**src/rtl/servo_ramp_ctrl.sv**
```systemverilog
// servo_ramp_ctrl: slew-limited servo angle sequencer; takes cmd_angle/cmd_step over cmd_valid/cmd_ready, abort cancels, drives angle/busy/frame_tick/sig_done
module servo_ramp_ctrl #(
  parameter int PERIOD = 2_000_000,
  parameter int ANGLE_MAX = 270,
  parameter int ANGLE_INIT = 135,
  parameter int HOLD_FRAMES = 4
) (
  input  logic       sclk,
  input  logic       rst,
  input  logic       cmd_valid,
  output logic       cmd_ready,
  input  logic [8:0] cmd_angle,
  input  logic [3:0] cmd_step,
  input  logic       abort,
  output logic [8:0] angle,
  output logic       busy,
  output logic       frame_tick,
  output logic       sig_done
);
  localparam int CW = PERIOD > 1 ? $clog2(PERIOD) : 1;
  localparam int HW = HOLD_FRAMES > 1 ? $clog2(HOLD_FRAMES) : 1;
  localparam logic [CW-1:0] CNT_LAST = CW'(PERIOD - 1);
  localparam logic [HW-1:0] HOLD_LAST = HW'(HOLD_FRAMES - 1);
  localparam logic [8:0] AMAX = 9'(ANGLE_MAX);
  localparam logic [8:0] AINIT = 9'(ANGLE_INIT);
  typedef enum logic [1:0] {IDLE, RAMP, HOLD} state_t;
  state_t state;
  logic [CW-1:0] cnt;
  logic [8:0] target;
  logic [8:0] diff;
  logic [8:0] step9;
  logic [3:0] step;
  logic [HW-1:0] hold_cnt;
  assign frame_tick = cnt == CNT_LAST;
  assign cmd_ready = state == IDLE && !rst;
  assign busy = state != IDLE;
  assign step9 = {5'd0, step};
  assign diff = target >= angle ? target - angle : angle - target;
  always_ff @(posedge sclk)
    if (rst)
      cnt <= '0;
    else
      cnt <= frame_tick ? '0 : cnt + 1'b1;
  always_ff @(posedge sclk)
    if (rst) begin
      state <= IDLE;
      angle <= AINIT;
      target <= AINIT;
      step <= 4'd1;
      hold_cnt <= '0;
      sig_done <= 1'b0;
    end else begin
      sig_done <= 1'b0;
      case (state)
        IDLE:
          if (cmd_valid) begin
            target <= cmd_angle > AMAX ? AMAX : cmd_angle;
            step <= cmd_step == 4'd0 ? 4'd1 : cmd_step;
            state <= RAMP;
          end
        RAMP:
          if (abort)
            state <= IDLE;
          else if (frame_tick) begin
            if (diff <= step9) begin
              angle <= target;
              hold_cnt <= '0;
              state <= HOLD;
            end else
              angle <= target > angle ? angle + step9 : angle - step9;
          end
        HOLD:
          if (abort)
            state <= IDLE;
          else if (frame_tick) begin
            if (hold_cnt == HOLD_LAST) begin
              sig_done <= 1'b1;
              state <= IDLE;
            end else
              hold_cnt <= hold_cnt + 1'b1;
          end
        default:
          state <= IDLE;
      endcase
    end
endmodule

```
**config.mk**
```make
export PLATFORM = sky130hd
export DESIGN_NAME = servo_ramp_ctrl
export DESIGN_NICKNAME = d
export VERILOG_FILES = /design/src/rtl/servo_ramp_ctrl.sv
export SDC_FILE = /design/constraint.sdc
export NUM_CORES = 1
export LEC_CHECK = 0
export BUFFER_PORTS_ARGS = -buffer_cell sky130_fd_sc_hd__buf_2
export CAP_MARGIN = 0
export CORE_MARGIN = 2
export CORE_UTILIZATION = 32
export DETAILED_ROUTE_END_ITERATION = 8
export PLACE_DENSITY = 0.58
export SLEW_MARGIN = 20
export SYNTH_ARGS = -nofsm -noshare
export SYNTH_HDL_FRONTEND = slang
export SYNTH_SLANG_ARGS = --single-unit
```
**constraint.sdc**
```tcl
create_clock -name sclk -period 6.65 [get_ports sclk]
set_input_delay 0.665 -clock sclk [delete_from_list [all_inputs] [get_ports sclk]]
set_output_delay 0.665 -clock sclk [all_outputs]
set_load 0.01 [all_outputs]
```
# Yosys cells after proc, flatten, opt, wreduce, memory -nomap -nowiden
# Cells that the tools add are included.
# op_classes
addsub	6
magnitude_cmp	4
eq_ne	15
n_mux	21
bitwise	3
n_reduce_logical	12
# op_table
operator	n
2-to-1 mux 9 bit	4
2-to-1 mux 2 bit	13
adder 21 x 1 -> 21 bit (second input constant)	1
== test 21 bit (second input constant)	1
subtractor 9 bit	2
inequality test 2 bit (second input constant)	7
inequality test 3 bit (second input constant)	4
adder 9 x 4 -> 9 bit	1
>= comparator 9 bit	1
greater-than comparator 9 bit	1
greater-than comparator 9 bit (second input constant)	1
less-or-equal comparator 9 x 4 -> 1 bit	1
subtractor 9 x 4 -> 9 bit	1
AND reduction 7 bit	1
case mux 2 bit (3 select lines)	1
AND reduction 5 bit	1
== test 2 bit (second input constant)	2
logical NOT 4 bit	1
2-to-1 mux 4 bit	1
case mux 2 bit (2 select lines)	1
nonzero test 2 bit	2
OR reduction 4 bit	1
inverter 1 bit	3
AND reduction 3 bit	1
8 further kinds	8
# totals
regBits	48
input_bits	17
output_inout_bits	13
wordCells	68

# Depth between registers and ports, before layout
# Gate-level depths: netlist of the first run.
# logic_depth
word_depth	7
ltp_mapped	19
ltp_nobuf	16

# Worst setup path before layout of the first run
# OpenSTA, ideal clock, no wires.
# synth_path
path_type	register to register
from	reg angle[1]
to	reg angle[1]
setup_time_ns	0.133
arrival_time_ns	4.182
t_required_ns	6.517
setup_slack_ns	2.335
stages_incl_launch_ff	18
n_path_buf	2
synth_period_minus_slack_ns	4.315
cell_sequence	dfxtp_1 -> inv_1 -> ha_1 -> nor2b_1 -> o2111ai_1 -> a31o_2 -> nor2b_1 -> clkbuf_1 -> mux2_2 -> ha_1 -> nor2b_1 -> o211ai_1 -> a21oi_1 -> a2111o_1 -> or4_1 -> buf_4 -> a2111oi_4 -> a221oi_1
# synth_via
elab_chain_len	4
elab_cells_between_ends	10
cone_classes	add/sub (4); order compare (3); mux (3)
# synth_rtl
item	line	text
start, declared	15	output logic [8:0] angle,
start signal, assigned	66	angle <= target;
start signal, assigned	70	angle <= target > angle ? angle + step9 : angle - step9;
subtractor 9 bit or >= comparator 9 bit (tied branches)	38	assign diff = target >= angle ? target - angle : angle - target;
2-to-1 mux 9 bit	38	
less-or-equal comparator 9 x 4 -> 1 bit	65	if (diff <= step9) begin
2-to-1 mux 9 bit (*)	65	
# Mark *: on every way between the ends. The rest lies on a longest branch, timed or not.
# A chain may end at the register's enable or synchronous reset.

# Worst setup path in the final report of the first run
# Same ends and word-level chain as after synthesis.

==> results of run 1 <==
==> area by class of cell <==
class / instances / share of cell area
timing repair buffer: 29 / 0.0360
tap: 140 / 0.0434
inverter: 37 / 0.0344
multi-input combinational: 340 / 0.600
clock inverter: 3 / 0.0171
sequential: 48 / 0.238
clock buffer: 5 / 0.0310
==> layer usage <==
layer	share of wire	up-vias	track usage	routed length, um
li1	-	1626	-	-
met1	0.47	1542	0.205	4320
met2	0.46	72	0.265	4220
met3	0.037	21	0.0170	342
met4	0.026	0	0.0580	237
met5	0	-	0	0
==> critical path, stage by stage, from the launching register on <==
cell       delay [ns]
dfxtp_1          0.52
inv_1            0.14
ha_1             0.33
nor2b_1          0.15
o2111ai_1        0.28
a31o_2           0.27
nor2b_1          0.53
mux2_2           0.41
ha_1             0.28
nor2b_1          0.14
o211ai_1         0.16
a21oi_1          0.13
a2111o_1         0.33
nor4_2           0.72
nor2_1           0.13
a221oi_1         0.36
==> stage by stage <==
| stage | hold slack (ns) | cells | power (mW) | setup WS (ns) |
|---|---|---|---|---|
| finish | 0.474 | 602 | 0.941 | 1.65 |
| global route | 0.501 | 602 | 0.992 | 1.19 |
| CTS | 0.478 | 602 | 0.946 | 1.69 |
| detailed placement | 0.465 | 594 | 0.615 | 1.72 |
| global placement | 0.453 | 594 | 0.613 | 1.89 |
| floorplan | 0.438 | 441 | 0.550 | 2.34 |
==> layout by cell type, fill, tap and decap left out, types with 3 or more instances in the layout <==
master     instances
xnor2_1           13
buf_2             29
nand3b_1           6
inv_1             37
nor3_1            13
nor4_1             4
nand4_1            6
a21oi_1           29
nor2b_1            6
ha_1              33
and3_1             8
mux2i_1            3
o31a_1             5
or4_1              7
o211ai_1           6
dfxtp_1           48
and4_1             3
clkbuf_16          5
and2_1             3
nor2_1            37
nor4b_1            3
o31ai_1            5
o21ai_0           14
a31oi_1            6
or3_1              4
nand2b_1           6
nand2_1           32
fa_1               3
nand3_1           20
xor2_1            18
==> power by group <==
part	internal (mW)	switching (mW)
Combinational	0.128	0.177
Clock	0.217	0.111
Sequential	0.296	0.0112
Total	0.641	0.299
==> state kept, by name, indices dropped and copies added, names as in the netlist <==
signal,count
sig_done,1
state,2
angle,9
hold_cnt,2
target,9
step,4
cnt,21
==> cells by family after synthesis <==
group / count (synthesis) / synth area share
AND/OR/NAND/NOR: 169 / 0.255
flip-flops: 48 / 0.266
buffers and inverters: 53 / 0.0644
XOR/XNOR: 31 / 0.0751
multiplexers: 4 / 0.0114
AO/OA/AOI/OAI: 100 / 0.197
adder cells (fa/ha/maj): 36 / 0.131
==> how the worst max path moves through the flow <==
| stage | start | end | cells after the start |
|---|---|---|---|
| floorplan | angle[1]$_SDFFE_PP1P_ | angle[1]$_SDFFE_PP1P_ | 17 |
| CTS | angle[1]$_SDFFE_PP1P_ | angle[1]$_SDFFE_PP1P_ | 15 |
| detailed placement | angle[1]$_SDFFE_PP1P_ | angle[1]$_SDFFE_PP1P_ | 15 |
| global route | angle[1]$_SDFFE_PP1P_ | hold_cnt[0]$_SDFFE_PP0P_ | 15 |
| global placement | angle[1]$_SDFFE_PP1P_ | angle[3]$_SDFFE_PP0P_ | 15 |
| finish | angle[1]$_SDFFE_PP1P_ | angle[1]$_SDFFE_PP1P_ | 15 |
==> results.py, run 1 <==
metrics = {
    "finish": {
        "fillers": 1154,
        "area_delta_synth_final_pct": 11.6,
        "area.sequential_um2": 961,
        "fin_nets": 514,
        "antenna_cells": 0,
        "final_core_util": 0.369,
        "multi_input_area_um2": 2420,
        "postLayoutCellArea_um2": 4040,
        "drive_gt1_frac": 0.117,
    },
    "critical_path": {
        "crit_fanout": 10,
        "r2r_end": "angle[1]$_SDFFE_PP1P_",
        "reg2reg_slack_ns": 1.65,
        "cp.arrival_ns": 5.18,
        "worstPathRequired_ns": 6.82,
        "reg2reg_depth": 15,
        "cp-start-kind": "register",
        "criticalPathCategory": "reg -> reg",
        "r2r-start": "angle[1]$_SDFFE_PP1P_",
        "cp-end-kind": "register",
    },
    "synth": {
        "synth_area_leaders": "dfxtp_1, ha_1, xor2_1",
        "yosysUniqueCellTypes": 69,
        "synth_most_common_cell": "dfxtp_1",
        "netlist.area_leader.share": 0.266,
        "async_flop_share": 0,
        "ys_seq_elements": 48,
        "synth_area_um2": 3610,
        "ys.warnings.count": 0,
        "synth_largest_area_cell": "dfxtp_1",
        "syn_area_per_cell_um2": 8.20,
        "syn_inst": 441,
        "synth-main-ff-cell": "dfxtp_1",
        "synth_top_cells_by_count": "dfxtp_1, inv_1, nor2_1",
        "synth_edf_count": 0,
        "synth_seq_area_share": 0.266,
        "syn_nets": 494,
    },
    "clock_tree": {
        "numCtsBuffers": 5,
        "post_cts_buffers": 0,
        "clk_path_buf_depth": 2,
        "path_clk_slew_ns": 0.07,
        "clk_latency_ns": 0.29,
        "root_buffer": "clkbuf_16",
        "cts_hold_buffers": 0,
        "ctsResizeCount": 0,
        "htreeDepth": 2,
        "tritoncts": "done",
        "cts_sinks": 48,
    },
    "hold_path": {
        "hp-class": "reg -> reg",
        "holdPathEnd": "hold_cnt[1]$_SDFFE_PP0P_",
        "min_path_cells": 2,
        "hp-start": "hold_cnt[1]$_SDFFE_PP0P_",
    },
    "routing": {
        "via_count": 3261,
        "routed_wl_mm": 9.13,
        "detail_route.wl_per_cell_um": 15.2,
        "antenna_left": 0,
        "drc": 0,
        "drtIter0Drc": 149,
        "drt_pass1_iterations": 4,
        "vias_per_cell": 5.42,
    },
    "timing": {
        "hold_viol": 0,
        "fin_skew_ns": 0.0110,
        "setup_viol": 0,
        "rsz0062_at_grt": "no",
        "finalMaxSlewViolations": 0,
        "finalSetupTns_ns": 0,
        "fmaxAchievable_ghz": 0.200,
        "timing.slew.headroom": 0.360,
        "post-route-min-period_ns": 5.00,
        "min_period_over_period": 0.752,
        "worstMarginPinSlew_ns": 0.952,
    },
    "floorplan": {
        "start_util": 0.331,
        "placementRows": 38,
        "fp.dieH_um": 110,
        "die_w_um": 110,
        "core_area_um2": 10900,
        "dieArea_um2": 12200,
        "ios": 30,
    },
    "power_and_ir_drop": {
        "p_leak_nw": 1.59,
        "p_per_area_nw_per_um2": 233,
        "ir_drop_mv": 0.141,
    },
    "placed_design": {
        "place_congestion": 0.915,
        "dp_hpwl_mm": 7.15,
        "port_buffers": 29,
        "placed_area_um2": 3840,
    },
    "global_route": {
        "grt_pass1_vias": 3201,
        "grt_use_total": 0.157,
        "grt_max_degree": 24,
        "antenna_found_initial": 0,
        "grt_pass1_wl_mm": 15.1,
        "overflow": 0,
    },
    "status": {
        "status": "complete, no violations",
    },
    "run": {
        "drv_cap": 0,
    },
}
No activity file was read; power rests on OpenSTA's default activity.
==> run 2: changes to the inputs <==
==> constraint.sdc (replaced) <==
create_clock -name sclk -period 4.9 [get_ports sclk]
set_input_delay 0.49 -clock sclk [delete_from_list [all_inputs] [get_ports sclk]]
set_output_delay 0.49 -clock sclk [all_outputs]
set_load 0.01 [all_outputs]
==> results.py, run 2 (synthesized netlist as in run 1, its figures left out) <==
metrics = {
    "clock_tree": {
        "clk_latency_ns": 0.29,
        "path_clk_slew_ns": 0.07,
        "tritoncts": "done",
        "cts_sinks": 48,
        "root_buffer": "clkbuf_16",
        "ctsResizeCount": 0,
        "numCtsBuffers": 5,
        "post_cts_buffers": 0,
        "clk_path_buf_depth": 2,
        "htreeDepth": 2,
        "cts_hold_buffers": 0,
    },
    "power_and_ir_drop": {
        "p_leak_nw": 1.61,
        "clock_power_share": 0.321,
        "combPwrFrac": 0.342,
        "seqPwrFrac": 0.337,
        "p_int_mw": 0.827,
        "power.switching_mw": 0.411,
        "power.share.switching": 0.332,
        "ir_drop_mv": 0.178,
        "p_per_area_nw_per_um2": 304,
    },
    "global_route": {
        "grt_pass1_vias": 3121,
        "grt_pass1_wl_mm": 15.4,
        "grt_use_total": 0.161,
        "grt_max_degree": 24,
        "overflow": 0,
        "antenna_found_initial": 0,
    },
    "floorplan": {
        "core_area_um2": 10900,
        "dieArea_um2": 12200,
        "start_util": 0.331,
        "fp.dieH_um": 110,
        "ios": 30,
        "die_w_um": 110,
        "placementRows": 38,
    },
    "critical_path": {
        "reg2reg_depth": 14,
        "r2r-start": "target[1]$_SDFFE_PP1P_",
        "cp_cell_sequence": "ha_1 > nor2b_1 > o2111ai_1 > a31o_2 > nor2b_1 > mux2_2 > ha_1 > nor2b_1 > o211ai_1 > a21oi_1 > a2111o_1 > or4_1 > a2111oi_4 > a221oi_1",
        "cp_common_cell": "nor2b_1",
        "cp_top_family": "compound AO/OA/AOI/OAI gates",
        "crit_buf_inv": 0,
        "worstPathRequired_ns": 5.06,
        "cp_slowest_cell": "or4_1",
        "max_stage_delay_ns": 0.66,
        "r2r_end": "angle[1]$_SDFFE_PP1P_",
        "criticalPathCategory": "reg -> reg",
        "reg2reg_slack_ns": 0.32,
        "crit_fanout": 10,
        "cp.arrival_ns": 4.74,
        "cp-end-kind": "register",
        "cp-start-kind": "register",
    },
    "timing": {
        "finalSetupTns_ns": 0,
        "timing.slew.headroom": 0.405,
        "rsz0062_at_grt": "no",
        "finalMaxSlewViolations": 0,
        "hold_viol": 0,
        "worstMarginPinSlew_ns": 0.885,
        "fin_skew_ns": 0.00592,
        "fmaxAchievable_ghz": 0.218,
        "min_period_over_period": 0.934,
        "post-route-min-period_ns": 4.58,
        "setup_viol": 0,
        "setup_ws_ns": 0.322,
    },
    "finish": {
        "fin_cells": 609,
        "top_register": "cnt",
        "antenna_cells": 0,
        "reg_top3": "cnt: 21 flops, angle: 9 flops, target: 9 flops",
        "fin_nets": 521,
        "largest_reg_flops": 21,
        "final_common_cell": "dfxtp_1",
        "final_core_util": 0.372,
        "final_cell_mix": "dfxtp_1, inv_1, nor2_1",
        "drive_gt1_frac": 0.130,
        "area_delta_synth_final_pct": 12.5,
    },
    "hold_path": {
        "min_path_cells": 3,
        "hp-start": "cmd_angle[2]",
        "hp-class": "in -> reg",
        "holdPathEnd": "target[2]$_SDFFE_PP1P_",
    },
    "placed_design": {
        "dp_hpwl_mm": 7.42,
        "place_congestion": 0.889,
        "port_buffers": 29,
        "post-place-ws_ns": 0.331,
        "dpl.cell_count": 601,
    },
    "routing": {
        "antenna_left": 0,
        "drtIter0Drc": 143,
        "via_count": 3230,
        "routed_wl_mm": 9.50,
        "drt_pass1_iterations": 4,
        "vias_per_cell": 5.30,
        "detail_route.wl_per_cell_um": 15.6,
        "drc": 0,
    },
    "run": {
        "drv_cap": 0,
    },
    "status": {
        "status": "complete, no violations",
    },
}
[run 2: cell count changes in the layout (fill, tap and decap cells not counted), sizes merged]
cell,delta
buf,+7
bufinv,-1
clkinv,+2
inv,-1
[run 2: layer usage]
metal,vias up,part of all wire,GRT usage
li1,1650,-,-
met1,1512,0.48,0.219
met4,0,0.0095,0.0411
met3,7,0.034,0.0176
met5,-,0,0
met2,61,0.48,0.272
[run 2: worst max path at each step]
| stage | slack (ns) | end | start | cells after the start |
|---|---|---|---|---|
| after detailed placement | 0.33 | angle[1]$_SDFFE_PP1P_ | angle[3]$_SDFFE_PP0P_ | 15 |
| after floorplan | 0.59 | angle[1]$_SDFFE_PP1P_ | angle[1]$_SDFFE_PP1P_ | 17 |
| after CTS | 0.31 | angle[1]$_SDFFE_PP1P_ | angle[3]$_SDFFE_PP0P_ | 15 |
| after global placement | 0.48 | angle[1]$_SDFFE_PP1P_ | angle[3]$_SDFFE_PP0P_ | 15 |
| after global routing | 0.03 | angle[1]$_SDFFE_PP1P_ | angle[3]$_SDFFE_PP0P_ | 15 |
| final | 0.32 | angle[1]$_SDFFE_PP1P_ | target[1]$_SDFFE_PP1P_ | 14 |
[run 2: worst min-delay path, cell delays in order]
cell	delay (ns)
buf_2	0.09
o22ai_1	0.06
nand2_1	0.06
[run 2: power groups by stage]
stage	clock network, mW	logic, mW	registers (mW)
2_1_floorplan	0	0.326	0.421
3_3_place_gp	0	0.416	0.425
3_5_place_dp	0	0.421	0.426
4_1_cts	0.407	0.424	0.417
5_1_grt	0.419	0.472	0.419
6_report	0.397	0.423	0.418
[run 2: cell type report]
type | instances | area (um2)
clock inverters | 3 | 47.5
fillers | 1156 | 6870
inverters | 37 | 139
multi-input cells | 340 | 2420
well taps | 140 | 175
repair buffers | 36 | 198
flip-flops and latches | 48 | 961
clock buffers | 5 | 125
[run 2: stage by stage]
stage	hold WS [ns]	instance area, um2	power (mW)
6_report	0.431	4070	1.24
5_1_grt	0.434	4070	1.31
4_1_cts	0.427	4070	1.25
3_5_place_dp	0.466	3890	0.847
3_3_place_gp	0.453	3890	0.842
2_1_floorplan	0.438	3610	0.747
==> run 3: changes to the inputs <==
--- a/config.mk
+++ b/config.mk
@@ -5,9 +5,10 @@
 export SDC_FILE = /design/constraint.sdc
 export NUM_CORES = 1
 export LEC_CHECK = 0
+export ABC_AREA = 1
 export BUFFER_PORTS_ARGS = -buffer_cell sky130_fd_sc_hd__buf_2
 export CAP_MARGIN = 0
-export CORE_MARGIN = 2
+export CORE_MARGIN = 10
 export CORE_UTILIZATION = 32
 export DETAILED_ROUTE_END_ITERATION = 8
 export PLACE_DENSITY = 0.58
==> constraint.sdc (replaced) <==
create_clock -name sclk -period 4.9 [get_ports sclk]
set_input_delay 0.49 -clock sclk [delete_from_list [all_inputs] [get_ports sclk]]
set_output_delay 0.49 -clock sclk [all_outputs]
set_load 0.02 [all_outputs]
==> results.py, run 3 <==
metrics = {
    "clock_tree": {
        "ctsResizeCount": 0,
        "htreeDepth": 2,
        "post_cts_buffers": 0,
        "cts_sinks": 48,
        "cts_hold_buffers": 0,
        "root_buffer": "clkbuf_16",
        "path_clk_slew_ns": 0.07,
        "clk_latency_ns": 0.29,
        "numCtsBuffers": 5,
        "tritoncts": "done",
        "clk_path_buf_depth": 2,
    },
    "routing": {
        "routed_wl_mm": 9.46,
        "drc": 0,
        "detail_route.wl_per_cell_um": 13.1,
        "dr.max_layer_used": "met4",
        "route.met2.wl_mm": 4.49,
        "drt_pass1_iterations": 5,
        "antenna_left": 0,
        "via_count": 3502,
        "drtIter0Drc": 207,
        "vias_per_cell": 4.84,
        "wl_met3_um": 324,
        "met1_length_mm": 4.55,
    },
    "synth": {
        "syn_nets": 607,
        "synth_area_leaders": "dfxtp_1, nand2_1, ha_1",
        "netlist.area_leader.share": 0.266,
        "synth_seq_area_share": 0.266,
        "synth_area_um2": 3610,
        "syn_inst": 554,
        "yosysUniqueCellTypes": 38,
        "ys.warnings.count": 0,
        "syn_area_per_cell_um2": 6.52,
        "synth_edf_count": 0,
        "synth_largest_area_cell": "dfxtp_1",
        "ys_seq_elements": 48,
        "synth_most_common_cell": "nand2_1",
        "synth-main-ff-cell": "dfxtp_1",
        "async_flop_share": 0,
        "synth_top_cells_by_count": "nand2_1, inv_1, a21oi_1",
    },
    "finish": {
        "final_cell_mix": "nand2_1, inv_1, a21oi_1",
        "antenna_cells": 0,
        "largest_reg_flops": 21,
        "fin_nets": 635,
        "fillers": 1174,
        "final_common_cell": "nand2_1",
        "drive_gt1_frac": 0.0875,
        "multi_input_area_um2": 2250,
        "area.sequential_um2": 961,
        "area_delta_synth_final_pct": 13.1,
        "reg_top3": "cnt: 21 flops, angle: 9 flops, target: 9 flops",
        "top_register": "cnt",
    },
    "critical_path": {
        "cp_cell_sequence": "inv_1 > ha_1 > nand2_1 > inv_1 > nand2_1 > nand2_1 > nand2_1 > nand4_2 > o21ai_0 > xor2_1 > inv_1 > ha_1 > nand2_1 > o21ai_1 > nand2_4 > inv_1 > nand2_1 > o211ai_1 > nand2_1",
        "cp_top_family": "compound AO/OA/AOI/OAI gates",
        "cp.arrival_ns": 3.83,
        "criticalPathCategory": "reg -> reg",
        "crit_fanout": 13,
        "cp-end-kind": "register",
        "max_stage_delay_ns": 0.60,
        "reg2reg_slack_ns": 1.25,
        "cp_common_cell": "nand2_1",
        "crit_buf_inv": 4,
        "cp_slowest_cell": "o21ai_1",
        "cp-start-kind": "register",
        "worstPathRequired_ns": 5.08,
    },
    "timing": {
        "hold_viol": 0,
        "setup_viol": 0,
        "fmaxAchievable_ghz": 0.274,
        "timing.slew.headroom": 0.501,
        "min_period_over_period": 0.746,
        "rsz0062_at_grt": "no",
        "finalSetupTns_ns": 0,
        "timing.hold.ws_ns": 0.444,
        "worstMarginPinSlew_ns": 0.744,
        "post-route-min-period_ns": 3.65,
        "finalMaxSlewViolations": 0,
        "fin_skew_ns": 0.00858,
    },
    "floorplan": {
        "ios": 30,
        "placementRows": 38,
        "core_area_um2": 10900,
        "die_w_um": 126,
        "dieArea_um2": 15900,
        "start_util": 0.330,
        "fp.dieH_um": 126,
    },
    "status": {
        "status": "complete, no violations",
    },
    "run": {
        "drv_cap": 0,
    },
    "power_and_ir_drop": {
        "p_per_area_nw_per_um2": 307,
        "ir_drop_mv": 0.147,
        "p_leak_nw": 1.97,
        "power_mw": 1.26,
    },
    "global_route": {
        "overflow": 0,
        "grt_pass1_vias": 3289,
        "antenna_found_initial": 0,
        "grt_max_degree": 20,
        "grt_pass1_wl_mm": 15.9,
        "grt_use_total": 0.117,
    },
    "placed_design": {
        "place_congestion": 0.886,
        "port_buffers": 29,
        "dp_hpwl_mm": 7.59,
    },
    "hold_path": {
        "hp-class": "reg -> reg",
    },
}
==> run 3: final cells by class <==
cell class,instances,area share
Multi-Input combinational cell,401,0.550
Inverter,97,0.0891
Sequential cell,48,0.235
Clock inverter,3,0.0168
Clock buffer,5,0.0306
Tap cell,140,0.0429
Timing Repair Buffer,29,0.0355
==> run 3: cells by family after synthesis <==
| logic type | synth area share |
|---|---|
| AND/OR/NAND/NOR | 0.323 |
| buffers and inverters | 0.112 |
| AO/OA/AOI/OAI | 0.139 |
| flip-flops | 0.266 |
| adder cells (fa/ha/maj) | 0.131 |
| XOR/XNOR | 0.0267 |
| multiplexers | 0.00312 |
==> run 3: final timing paths <==
path	startpoint	endpoint	cells past startpoint
min	cnt[0]$_SDFF_PP0_	cnt[0]$_SDFF_PP0_	1
min reg2reg	cnt[0]$_SDFF_PP0_	cnt[0]$_SDFF_PP0_	1
max	angle[4]$_SDFFE_PP0P_	angle[1]$_SDFFE_PP1P_	19
max reg2reg	angle[4]$_SDFFE_PP0P_	angle[1]$_SDFFE_PP1P_	19
==> run 3: through the flow <==
step | instances | setup WS (ns) | utilization | instance area [um2]
finish | 723 | 1.25 | 0.374 | 4090
global route | 723 | 0.822 | 0.374 | 4090
CTS | 723 | 1.27 | 0.374 | 4090
detailed placement | 715 | 1.28 | 0.356 | 3890
global placement | 715 | 1.38 | 0.356 | 3890
floorplan | 554 | 1.74 | - | 3610
==> run 3: report_power, final <==
part           total (mW)  switching, mW  internal (mW)
Combinational       0.391          0.251          0.140
Sequential          0.411        0.00883          0.402
Clock               0.455          0.160          0.295
Total                1.26          0.420          0.837
==> run 3: routing by layer <==
layer / global-route usage / vias up
met3: 0.0235 / 11
met2: 0.195 / 55
met4: 0.0261 / 0
met5: 0 / -
met1: 0.151 / 1584
li1: - / 1852
